[config.mk]
export PLATFORM = sky130hd
export DESIGN_NAME = rx_beam_split
export DESIGN_NICKNAME = d
export VERILOG_FILES = /design/src/rtl/rx_beam_split.sv
export SDC_FILE = /design/constraint.sdc
export NUM_CORES = 2
export LEC_CHECK = 0
export ABC_AREA = 1
export BUFFER_PORTS_ARGS = -buffer_cell sky130_fd_sc_hd__buf_2
export CAP_MARGIN = 40
export CORE_ASPECT_RATIO = 0.5
export CORE_MARGIN = 3
export CORE_UTILIZATION = 59
export DETAILED_ROUTE_END_ITERATION = 8
export PLACE_DENSITY = 0.79
export SKIP_CTS_REPAIR_TIMING = 1
export SYNTH_ARGS = -nofsm -noshare
export SYNTH_HDL_FRONTEND = slang
export SYNTH_SLANG_ARGS = --single-unit
[constraint.sdc]
create_clock -name clk -period 4.1 [get_ports clk]
set_clock_uncertainty 0.1 [all_clocks]
set_input_delay 0.205 -clock clk [delete_from_list [all_inputs] [get_ports clk]]
set_output_delay 0.205 -clock clk [all_outputs]
set_load 0.05 [all_outputs]
[src/rtl/rx_beam_split.sv]
// rx_beam_split: receive-side beam separator.
// Rotates one composite I/Q stream by two independent complex weights,
// (I + jQ) * (cos_k + j*sin_k), and saturates each result to DW bits.
// Three register stages (capture, multiply, sum/saturate/output) share one
// valid/ready advance. Weights are double-buffered: shadow set written by
// wt_wr, active set loaded by wt_commit, and each sample carries a snapshot
// of the active set taken when it enters stage 1.
// Optional build macro RX_BEAM_SAT_FLAG_EN adds sticky per-channel clip
// flags on output port sat_flags (order i_1, q_1, i_2, q_2).

module rx_beam_split #(
  parameter int DW = 15,
  parameter int WW = 5
) (
  input  logic          clk,
  input  logic          rst,
  input  logic          in_valid,
  output logic          in_ready,
  input  logic [DW-1:0] in_i,
  input  logic [DW-1:0] in_q,
  input  logic          wt_wr,
  input  logic [1:0]    wt_sel,
  input  logic [WW-1:0] wt_data,
  input  logic          wt_commit,
  output logic          out_valid,
  input  logic          out_ready,
  output logic [DW-1:0] out_i_1,
  output logic [DW-1:0] out_q_1,
  output logic [DW-1:0] out_i_2,
  output logic [DW-1:0] out_q_2
`ifdef RX_BEAM_SAT_FLAG_EN
  ,
  output logic [3:0]    sat_flags
`endif
);

  // Product and sum widths: a product never overflows PW bits, and the sum
  // of two products never overflows SW bits.
  localparam int PW = DW + WW;
  localparam int SW = DW + WW + 1;

  // Largest / smallest sum that still fits in DW signed bits.
  localparam logic signed [SW-1:0] SUM_MAX = {{(WW + 2){1'b0}}, {(DW - 1){1'b1}}};
  localparam logic signed [SW-1:0] SUM_MIN = {{(WW + 2){1'b1}}, {(DW - 1){1'b0}}};

  // Clipped output codes.
  localparam logic [DW-1:0] OUT_MAX = {1'b0, {(DW - 1){1'b1}}};
  localparam logic [DW-1:0] OUT_MIN = {1'b1, {(DW - 1){1'b0}}};

  // Weight slot indices inside the packed weight sets.
  localparam int W_COS1 = 0;
  localparam int W_SIN1 = 1;
  localparam int W_COS2 = 2;
  localparam int W_SIN2 = 3;

  // Signed sample-by-weight product, both operands sign-extended to PW bits
  // so the low PW bits of the product are exact.
  function automatic logic signed [PW-1:0] smul(input logic [DW-1:0] a,
                                                input logic [WW-1:0] b);
    logic signed [PW-1:0] ax;
    logic signed [PW-1:0] bx;
    ax = {{WW{a[DW-1]}}, a};
    bx = {{DW{b[WW-1]}}, b};
    return ax * bx;
  endfunction

  // Sign-extend a product by one bit for the add/subtract stage.
  function automatic logic signed [SW-1:0] sext(input logic [PW-1:0] p);
    return {p[PW-1], p};
  endfunction

  // Clamp a sum to the DW-bit signed range.
  function automatic logic [DW-1:0] sat(input logic signed [SW-1:0] x);
    logic [DW-1:0] r;
    if (x > SUM_MAX) begin
      r = OUT_MAX;
    end else if (x < SUM_MIN) begin
      r = OUT_MIN;
    end else begin
      r = x[DW-1:0];
    end
    return r;
  endfunction

`ifdef RX_BEAM_SAT_FLAG_EN
  // True when a sum falls outside the DW-bit signed range.
  function automatic logic is_clip(input logic signed [SW-1:0] x);
    logic r;
    if ((x > SUM_MAX) || (x < SUM_MIN)) begin
      r = 1'b1;
    end else begin
      r = 1'b0;
    end
    return r;
  endfunction
`endif

  // ---------------------------------------------------------------------
  // Weights
  // ---------------------------------------------------------------------
  logic [3:0][WW-1:0] shadow_r;
  logic [3:0][WW-1:0] active_r;
  logic [3:0][WW-1:0] shadow_nxt_s;

  // Next shadow set; also what a same-cycle commit loads (write-through).
  always_comb begin
    shadow_nxt_s = shadow_r;
    if (wt_wr) begin
      shadow_nxt_s[wt_sel] = wt_data;
    end else begin
      shadow_nxt_s = shadow_r;
    end
  end

  // Shadow and active weight registers, updated independent of stalls.
  always_ff @(posedge clk) begin
    if (rst) begin
      shadow_r <= '0;
      active_r <= '0;
    end else begin
      shadow_r <= shadow_nxt_s;
      if (wt_commit) begin
        active_r <= shadow_nxt_s;
      end else begin
        active_r <= active_r;
      end
    end
  end

  // ---------------------------------------------------------------------
  // Pipeline control
  // ---------------------------------------------------------------------
  logic adv_s;
  logic s1_valid_r;
  logic s2_valid_r;
  logic s3_valid_r;

  // Whole pipeline moves together whenever the output register can drain.
  assign adv_s    = ~s3_valid_r | out_ready;
  assign in_ready = adv_s;

  // ---------------------------------------------------------------------
  // Stage 1: capture sample plus weight snapshot
  // ---------------------------------------------------------------------
  logic [DW-1:0]      s1_i_r;
  logic [DW-1:0]      s1_q_r;
  logic [3:0][WW-1:0] s1_w_r;

  // Register the incoming sample with the weights it will be rotated by.
  always_ff @(posedge clk) begin
    if (rst) begin
      s1_valid_r <= 1'b0;
      s1_i_r     <= '0;
      s1_q_r     <= '0;
      s1_w_r     <= '0;
    end else if (adv_s) begin
      s1_valid_r <= in_valid;
      s1_i_r     <= in_i;
      s1_q_r     <= in_q;
      s1_w_r     <= active_r;
    end else begin
      s1_valid_r <= s1_valid_r;
      s1_i_r     <= s1_i_r;
      s1_q_r     <= s1_q_r;
      s1_w_r     <= s1_w_r;
    end
  end

  // ---------------------------------------------------------------------
  // Stage 2: eight signed products
  // ---------------------------------------------------------------------
  logic [PW-1:0] s2_ic1_r;
  logic [PW-1:0] s2_is1_r;
  logic [PW-1:0] s2_qc1_r;
  logic [PW-1:0] s2_qs1_r;
  logic [PW-1:0] s2_ic2_r;
  logic [PW-1:0] s2_is2_r;
  logic [PW-1:0] s2_qc2_r;
  logic [PW-1:0] s2_qs2_r;

  // Multiply the captured sample by each cos/sin of both beams.
  always_ff @(posedge clk) begin
    if (rst) begin
      s2_valid_r <= 1'b0;
      s2_ic1_r   <= '0;
      s2_is1_r   <= '0;
      s2_qc1_r   <= '0;
      s2_qs1_r   <= '0;
      s2_ic2_r   <= '0;
      s2_is2_r   <= '0;
      s2_qc2_r   <= '0;
      s2_qs2_r   <= '0;
    end else if (adv_s) begin
      s2_valid_r <= s1_valid_r;
      s2_ic1_r   <= smul(s1_i_r, s1_w_r[W_COS1]);
      s2_is1_r   <= smul(s1_i_r, s1_w_r[W_SIN1]);
      s2_qc1_r   <= smul(s1_q_r, s1_w_r[W_COS1]);
      s2_qs1_r   <= smul(s1_q_r, s1_w_r[W_SIN1]);
      s2_ic2_r   <= smul(s1_i_r, s1_w_r[W_COS2]);
      s2_is2_r   <= smul(s1_i_r, s1_w_r[W_SIN2]);
      s2_qc2_r   <= smul(s1_q_r, s1_w_r[W_COS2]);
      s2_qs2_r   <= smul(s1_q_r, s1_w_r[W_SIN2]);
    end else begin
      s2_valid_r <= s2_valid_r;
      s2_ic1_r   <= s2_ic1_r;
      s2_is1_r   <= s2_is1_r;
      s2_qc1_r   <= s2_qc1_r;
      s2_qs1_r   <= s2_qs1_r;
      s2_ic2_r   <= s2_ic2_r;
      s2_is2_r   <= s2_is2_r;
      s2_qc2_r   <= s2_qc2_r;
      s2_qs2_r   <= s2_qs2_r;
    end
  end

  // ---------------------------------------------------------------------
  // Stage 3: sum, saturate, output register
  // ---------------------------------------------------------------------
  logic signed [SW-1:0] bi1_s;
  logic signed [SW-1:0] bq1_s;
  logic signed [SW-1:0] bi2_s;
  logic signed [SW-1:0] bq2_s;
  logic [DW-1:0]        nxt_i1_s;
  logic [DW-1:0]        nxt_q1_s;
  logic [DW-1:0]        nxt_i2_s;
  logic [DW-1:0]        nxt_q2_s;
  logic [DW-1:0]        s3_i1_r;
  logic [DW-1:0]        s3_q1_r;
  logic [DW-1:0]        s3_i2_r;
  logic [DW-1:0]        s3_q2_r;

  // Complex rotation sums: bi = i*cos - q*sin, bq = q*cos + i*sin.
  always_comb begin
    bi1_s = sext(s2_ic1_r) - sext(s2_qs1_r);
    bq1_s = sext(s2_qc1_r) + sext(s2_is1_r);
    bi2_s = sext(s2_ic2_r) - sext(s2_qs2_r);
    bq2_s = sext(s2_qc2_r) + sext(s2_is2_r);
  end

  // Saturated next outputs; bubbles load zeros so no stale data is shown.
  always_comb begin
    nxt_i1_s = '0;
    nxt_q1_s = '0;
    nxt_i2_s = '0;
    nxt_q2_s = '0;
    if (s2_valid_r) begin
      nxt_i1_s = sat(bi1_s);
      nxt_q1_s = sat(bq1_s);
      nxt_i2_s = sat(bi2_s);
      nxt_q2_s = sat(bq2_s);
    end else begin
      nxt_i1_s = '0;
      nxt_q1_s = '0;
      nxt_i2_s = '0;
      nxt_q2_s = '0;
    end
  end

  // Output register; holds while downstream stalls.
  always_ff @(posedge clk) begin
    if (rst) begin
      s3_valid_r <= 1'b0;
      s3_i1_r    <= '0;
      s3_q1_r    <= '0;
      s3_i2_r    <= '0;
      s3_q2_r    <= '0;
    end else if (adv_s) begin
      s3_valid_r <= s2_valid_r;
      s3_i1_r    <= nxt_i1_s;
      s3_q1_r    <= nxt_q1_s;
      s3_i2_r    <= nxt_i2_s;
      s3_q2_r    <= nxt_q2_s;
    end else begin
      s3_valid_r <= s3_valid_r;
      s3_i1_r    <= s3_i1_r;
      s3_q1_r    <= s3_q1_r;
      s3_i2_r    <= s3_i2_r;
      s3_q2_r    <= s3_q2_r;
    end
  end

  assign out_valid = s3_valid_r;
  assign out_i_1   = s3_i1_r;
  assign out_q_1   = s3_q1_r;
  assign out_i_2   = s3_i2_r;
  assign out_q_2   = s3_q2_r;

`ifdef RX_BEAM_SAT_FLAG_EN
  // ---------------------------------------------------------------------
  // Sticky saturation flags
  // ---------------------------------------------------------------------
  logic [3:0] s3_clip_r;
  logic [3:0] clip_nxt_s;
  logic [3:0] flag_set_s;
  logic [3:0] flag_nxt_s;
  logic [3:0] sat_flags_r;

  // Per-channel clip indication travelling with the stage 3 sample.
  always_comb begin
    clip_nxt_s = 4'b0000;
    if (s2_valid_r) begin
      clip_nxt_s = {is_clip(bq2_s), is_clip(bi2_s), is_clip(bq1_s), is_clip(bi1_s)};
    end else begin
      clip_nxt_s = 4'b0000;
    end
  end

  // Clip bits follow the output register exactly.
  always_ff @(posedge clk) begin
    if (rst) begin
      s3_clip_r <= 4'b0000;
    end else if (adv_s) begin
      s3_clip_r <= clip_nxt_s;
    end else begin
      s3_clip_r <= s3_clip_r;
    end
  end

  // Flags set on a transferred clipped sample; commit clears, set wins.
  always_comb begin
    flag_set_s = 4'b0000;
    flag_nxt_s = sat_flags_r;
    if (s3_valid_r && out_ready) begin
      flag_set_s = s3_clip_r;
    end else begin
      flag_set_s = 4'b0000;
    end
    if (wt_commit) begin
      flag_nxt_s = flag_set_s;
    end else begin
      flag_nxt_s = sat_flags_r | flag_set_s;
    end
  end

  // Sticky flag register.
  always_ff @(posedge clk) begin
    if (rst) begin
      sat_flags_r <= 4'b0000;
    end else begin
      sat_flags_r <= flag_nxt_s;
    end
  end

  assign sat_flags = sat_flags_r;
`endif

endmodule

Yosys cells after proc, flatten, opt, wreduce, memory -nomap -nowiden:

Cells that the tools add are included.
Widths: inputs -> output; s select.

* reduce and logical (&&, ||, !) cells: 1
* multiply operators: 8
* $add $sub $neg: 4
* bitwise operators: 2
* multiplexer cells: 16
* $lt $le $gt $ge: 10

Operators by type and width (number)
* $mux 15: 12
* $mul 15x5->20: 8
* $gt 21x15->1 const B: 4
* $lt 21x15->1 const B: 4
* $add 20x20->21: 2
* $sub 20x20->21: 2
* $bwmux 20: 1
* $mux 20: 1
* $demux 5 s2: 1
* $mux 5: 1
* $lt 2x3->1 const B: 1
* $ge 2x1->1 const B: 1
* $logic_and 1x1->1: 1
* $not 1->1: 1
* $or 1x1->1: 1

* bits in registers: 313
* bits of input ports: 43

Depth between registers and ports, before layout:

* depth in word-level cells: 6
* mapped depth: 26

Worst setup path before layout:

Ideal clock, no wire load.

* path type: reg-to-reg
* start: reg s1_w_r[9] (netlist bit)
* end: reg s2_qs1_r[15]
* required time: 3891 ps
* clock period less this slack: 4273 ps
* buffers on the path: 2
* path slack: -173 ps
* setup time: 109 ps
* data arrival time: 4064 ps
* stages on the path, launching flop included: 23
* cell sequence: dfxtp_1 > clkbuf_1 > inv_1 > clkbuf_1 > nor2_1 > fa_1 > inv_1 > fa_1 > fa_1 > inv_1 > ha_1 > nand2_1 > o21ai_0 > nand2_1 > nand2_1 > a21oi_1 > o21a_1 > o21ai_0 > nand2_1 > nand3_1 > nand3_1 > nand2_1 > inv_1

* longest elaborated chain between the ends: 1

Ends and longest elaborated chain
* from (decl): RTL line 147 `logic [3:0][WW-1:0] s1_w_r;`
* from (signal assigned): RTL line 160 `s1_w_r <= active_r;`
* from (signal assigned): RTL line 165 `s1_w_r <= s1_w_r;`
* $mul 15x5->20: RTL line 64 `return ax * bx;`
* to (signal assigned): RTL line 198 `s2_qs1_r <= smul(s1_q_r, s1_w_r[W_SIN1]);`
* to (signal assigned): RTL line 208 `s2_qs1_r <= s2_qs1_r;`
* to (decl): RTL line 175 `logic [PW-1:0] s2_qs1_r;`

Every way passes these cells.
A chain may end at the register's enable or synchronous reset.

Worst setup path after layout:

* start: reg s1_q_r[3]
* end: reg s2_qc2_r[17]

* longest elaborated chain between the ends: 1

Ends and longest elaborated chain
* from (decl): RTL line 146 `logic [DW-1:0] s1_q_r;`
* from (signal assigned): RTL line 159 `s1_q_r <= in_q;`
* from (signal assigned): RTL line 164 `s1_q_r <= s1_q_r;`
* $mul 15x5->20: RTL line 64
* to (signal assigned): RTL line 201 `s2_qc2_r <= smul(s1_q_r, s1_w_r[W_COS2]);`
* to (signal assigned): RTL line 211 `s2_qc2_r <= s2_qc2_r;`
* to (decl): RTL line 178 `logic [PW-1:0] s2_qc2_r;`

Every way passes these cells.

==> results by group <==
Clocking
  • CTS Buffer Depth: 3
  • Worst-Skew Late Latency: 0.57 ns
  • TritonCTS Buffers: 34
  • H-tree depth: 2
  • CTS Sinks: 313
  • TritonCTS clock tree: done
  • Clk slew on worst S/H paths: 0.07 ns
  • Clk root buf: clkbuf_16

Placed design
  • Cell area after placement: 0.0437 mm2
  • Port Buf Inserts: 104
  • Post-DP HPWL: 106000 um
  • GPL Wtd Cong: 1.06
  • Placed Cells: 6914

Timing
  • Hold Worst Slack: -0.00328 ns
  • Tcrit/Tclk final: 101%
  • Fin. Hold Viols: 1
  • Min Tclk post-route: 4.15 ns
  • Final worst slack: -0.0512 ns
  • RSZ-0062 raised after global routing: true
  • Final setup vio count: 9
  • Max_slew headroom: 36.8%
  • Fin. max-slew vios: 0
  • Highest clock rate: 241 MHz
  • Tightest Pin Transition: 0.947 ns

Synth
  • Flops & latches, synth: 313
  • Mapped Cells: 5684
  • Sequential element share of the synthesized area: 16.2%
  • EDFF count, synth: 0
  • Unique cell type count in the Yosys netlist: 50
  • Post-Syn Nets: 6467
  • Mapped Area: 0.0388 mm2
  • Ys flop type: dfxtp_1
  • Post-synthesis area per instance: 6.82 um2
  • Fraction of registers with async set/reset: 0%
  • Ys Warns: 0

Floorplanning
  • Chip Width: 368 um
  • Die H: 187 um
  • Row count: 65
  • Initial Util: 60.6%
  • Die area: 0.0690 mm2
  • Core area: 0.0640 mm2
  • # IOs: 105

Min path
  • Hold Path Class: input pin to flop

Power
  • Worst VDD drop: 0.364 mV
  • Power per cell area: 265 mW/mm2
  • Leakage: 28.0 nW

Setup path
  • Worst EP required: 4.47 ns
  • Reg2Reg Capture Point: s2_qc2_r[17]
  • Critical-path maximum fanout: 9
  • Critical Setup Path Class: flop to flop
  • Worst setup path startpoint: s1_q_r[3]
  • Critical path endpoint: s2_qc2_r[17]
  • Reg2Reg Setup Slack: -0.05 ns
  • Critical path launch point type: flop
  • WP data arrival: 4.52 ns
  • FF-to-FF Start: s1_q_r[3]
  • Worst reg-to-reg path cell count: 23
  • Crit end category: flop

Global routing
  • Number of global-route vias before repair: 35601
  • GRT overflow: 0
  • Tot GR Track Use: 37.5%
  • First-pass GRT wire length: 201000 um
  • Antenna violations before repair: 10
  • Largest net degree at the start of global routing: 182

Detailed routing
  • DRT Wirelength: 137000 um
  • Initial drt markers: 4253
  • DR vias: 38298
  • DRC viols: 0
  • Post-DR vias/cell: 5.43
  • Routed len/inst: 19.4 um
  • DR pass1 iterations: 6
  • Post-DRT Antenna Nets: 0

Layout
  • Layout cells sized above 1: 17.6%
  • Fillcell total: 4952
  • Syn-to-layout area delta: 22.3%
  • Fin nets: 6932
  • Fin cells: 7047
  • Design area: 0.0474 mm2

Flow run
  • Max Cap Viol: 0

Outcome
  • Outcome: finished with violations
  • Violations in the final reports: hold timing, setup timing
## per-stage QoR
step                      total power [mW]  hold slack [ns]  setup slack (ns)  utilization (%)  setup TNS (ns)
after global placement                8.53            0.348            -0.156             68.3           -1.29
after detailed placement              8.61            0.353            -0.274             68.3           -3.62
after global routing                  13.2           0.0279            -0.196             74.1           -3.73
after floorplan                       6.71            0.268           -0.0371                -         -0.0371
after CTS                             12.0           -0.237            -0.301             70.1           -4.61
final                                 12.6         -0.00328           -0.0512             74.1          -0.249
## worst max-delay path, cell delays in order, from the launching register on
cell and delay, ns:
dfxtp_2 0.33, buf_12 0.15, buf_12 0.15, buf_4 0.13
nor2_1 0.15, fa_1 0.43, inv_1 0.08, fa_1 0.43
inv_1 0.10, fa_1 0.46, ha_4 0.32, nand2_1 0.06
inv_1 0.08, a21oi_4 0.07, o21ai_2 0.20, inv_2 0.06
nor2_2 0.11, nor2_2 0.06, o21ai_2 0.15, nand2_1 0.10
nand3_2 0.09, nand3_2 0.08, nand2_1 0.11, inv_1 0.04
## power by group
group / switching [mW] / internal (mW) / total, mW
registers: 0.215 / 3.27 / 3.49
clock network: 1.52 / 1.91 / 3.44
logic: 3.64 / 2.01 / 5.64
total: 5.37 / 7.19 / 12.6
## registers in the layout, summed over array words and instances, names as in the netlist
signal and flops:
active_r 20, s1_w_r 20, s2_ic1_r 20, s2_ic2_r 20
s2_is1_r 20, s2_is2_r 20, s2_qc1_r 20, s2_qc2_r 20
s2_qs1_r 20, s2_qs2_r 20, shadow_r 20, out_i_1 15
out_i_2 15, out_q_1 15, out_q_2 15, s1_i_r 15
s1_q_r 15, out_valid 1, s1_valid_r 1, s2_valid_r 1
## layout make-up
class                   count  area, um2  share of cell area (%)
repair buffers            655       5590                    11.8
inverters                1529       5760                    12.1
flip-flops and latches    313       6330                    13.3
clock inverters            17        219                   0.462
diodes                      4       10.0                  0.0211
well taps                 871       1090                    2.30
clock buffers              42        942                    1.99
multi-input cells        3616      27500                    58.0
## cells in the final DEF, fill, tap and decap left out, types with 7 or more instances in the layout
cell | netlist | final
ha_4 | 0 | 56
a21o_1 | 15 | 15
o21ai_0 | 251 | 218
inv_6 | 0 | 7
xor2_1 | 103 | 100
o21ai_2 | 0 | 30
o211ai_1 | 48 | 48
a21oi_2 | 12 | 74
a21oi_1 | 303 | 238
buf_12 | 0 | 48
buf_8 | 0 | 7
o221ai_1 | 7 | 7
nor2_1 | 360 | 344
fa_2 | 0 | 18
nor2_2 | 5 | 18
dfxtp_1 | 313 | 286
nand3_2 | 7 | 32
a21boi_2 | 0 | 8
nor3_1 | 11 | 10
ha_1 | 360 | 300
inv_2 | 8 | 46
fa_1 | 380 | 362
dfxtp_2 | 0 | 16
dfxtp_4 | 0 | 11
nand3_1 | 156 | 130
nand2_2 | 13 | 36
xnor2_1 | 69 | 62
mux2i_1 | 20 | 20
o21ai_1 | 15 | 17
buf_6 | 5 | 35
nand2_1 | 1318 | 1287
clkbuf_16 | 0 | 38
dlygate4sd3_1 | 0 | 30
nand4_1 | 33 | 33
buf_4 | 3 | 428
nand2_4 | 1 | 9
inv_1 | 1521 | 1479
o21bai_1 | 65 | 65
buf_2 | 6 | 103
## synthesized netlist by cell type (6+ instances only)
cell type | n | area [um2]
inv_2 | 8 | 30.0
nand2_1 | 1318 | 4950
a21boi_0 | 10 | 75.1
xor2_1 | 103 | 902
inv_1 | 1521 | 5710
ha_1 | 360 | 4500
nand2_2 | 13 | 81.3
mux2i_1 | 20 | 200
o21bai_1 | 65 | 488
fa_1 | 380 | 7610
buf_2 | 6 | 30.0
nor3_1 | 11 | 55.1
a211oi_1 | 7 | 52.6
o221ai_1 | 7 | 61.3
o21ai_0 | 251 | 1260
xnor2_1 | 69 | 604
nand4_1 | 33 | 206
a21oi_2 | 12 | 105
o21ai_1 | 15 | 75.1
a221oi_1 | 6 | 52.6
a21o_1 | 15 | 113
a21oi_1 | 303 | 1520
nand3_2 | 7 | 70.1
nor2_1 | 360 | 1350
nand3_1 | 156 | 781
buf_1 | 14 | 52.6
clkbuf_1 | 198 | 743
o211ai_1 | 48 | 360
dfxtp_1 | 313 | 6270
## metal layers
metal | GRT usage, % | vias to the layer above | wire (um)
met3 | 14.3 | 236 | 21000
li1 | - | 17862 | -
met4 | 7.53 | 4 | 3100
met2 | 49.0 | 2005 | 51900
met5 | 1.24 | - | 27
met1 | 57.4 | 18191 | 60800
## logic make-up (layout without fill, tap and decap cells)
family / Yosys count / after routing / share of synthesized area [%]
AO/OA/AOI/OAI: 755 / 755 / 11.1
AND/OR/NAND/NOR: 1929 / 1929 / 20.0
other: 0 / 4 / 0
buffers and inverters: 1755 / 2243 / 17.1
flip-flops: 313 / 313 / 16.2
multiplexers: 20 / 20 / 0.517
XOR/XNOR: 172 / 172 / 3.89
adder cells (fa/ha/maj): 740 / 740 / 31.2
## worst min path at each step
stage	end	slack [ns]	start	cells after the start
after global placement	s2_qs1_r[3]	0.35	s2_qs1_r[3]	2
after floorplan	shadow_r[0]	0.27	wt_data[0]	2
final	s1_i_r[5]	-0.003	in_i[5]	3
after detailed placement	out_q_2[1]	0.35	out_q_2[1]	2
after global routing	out_valid	0.03	rst	2
after CTS	s1_valid_r	-0.24	in_valid	3
Power figures use the tool's default switching activity.
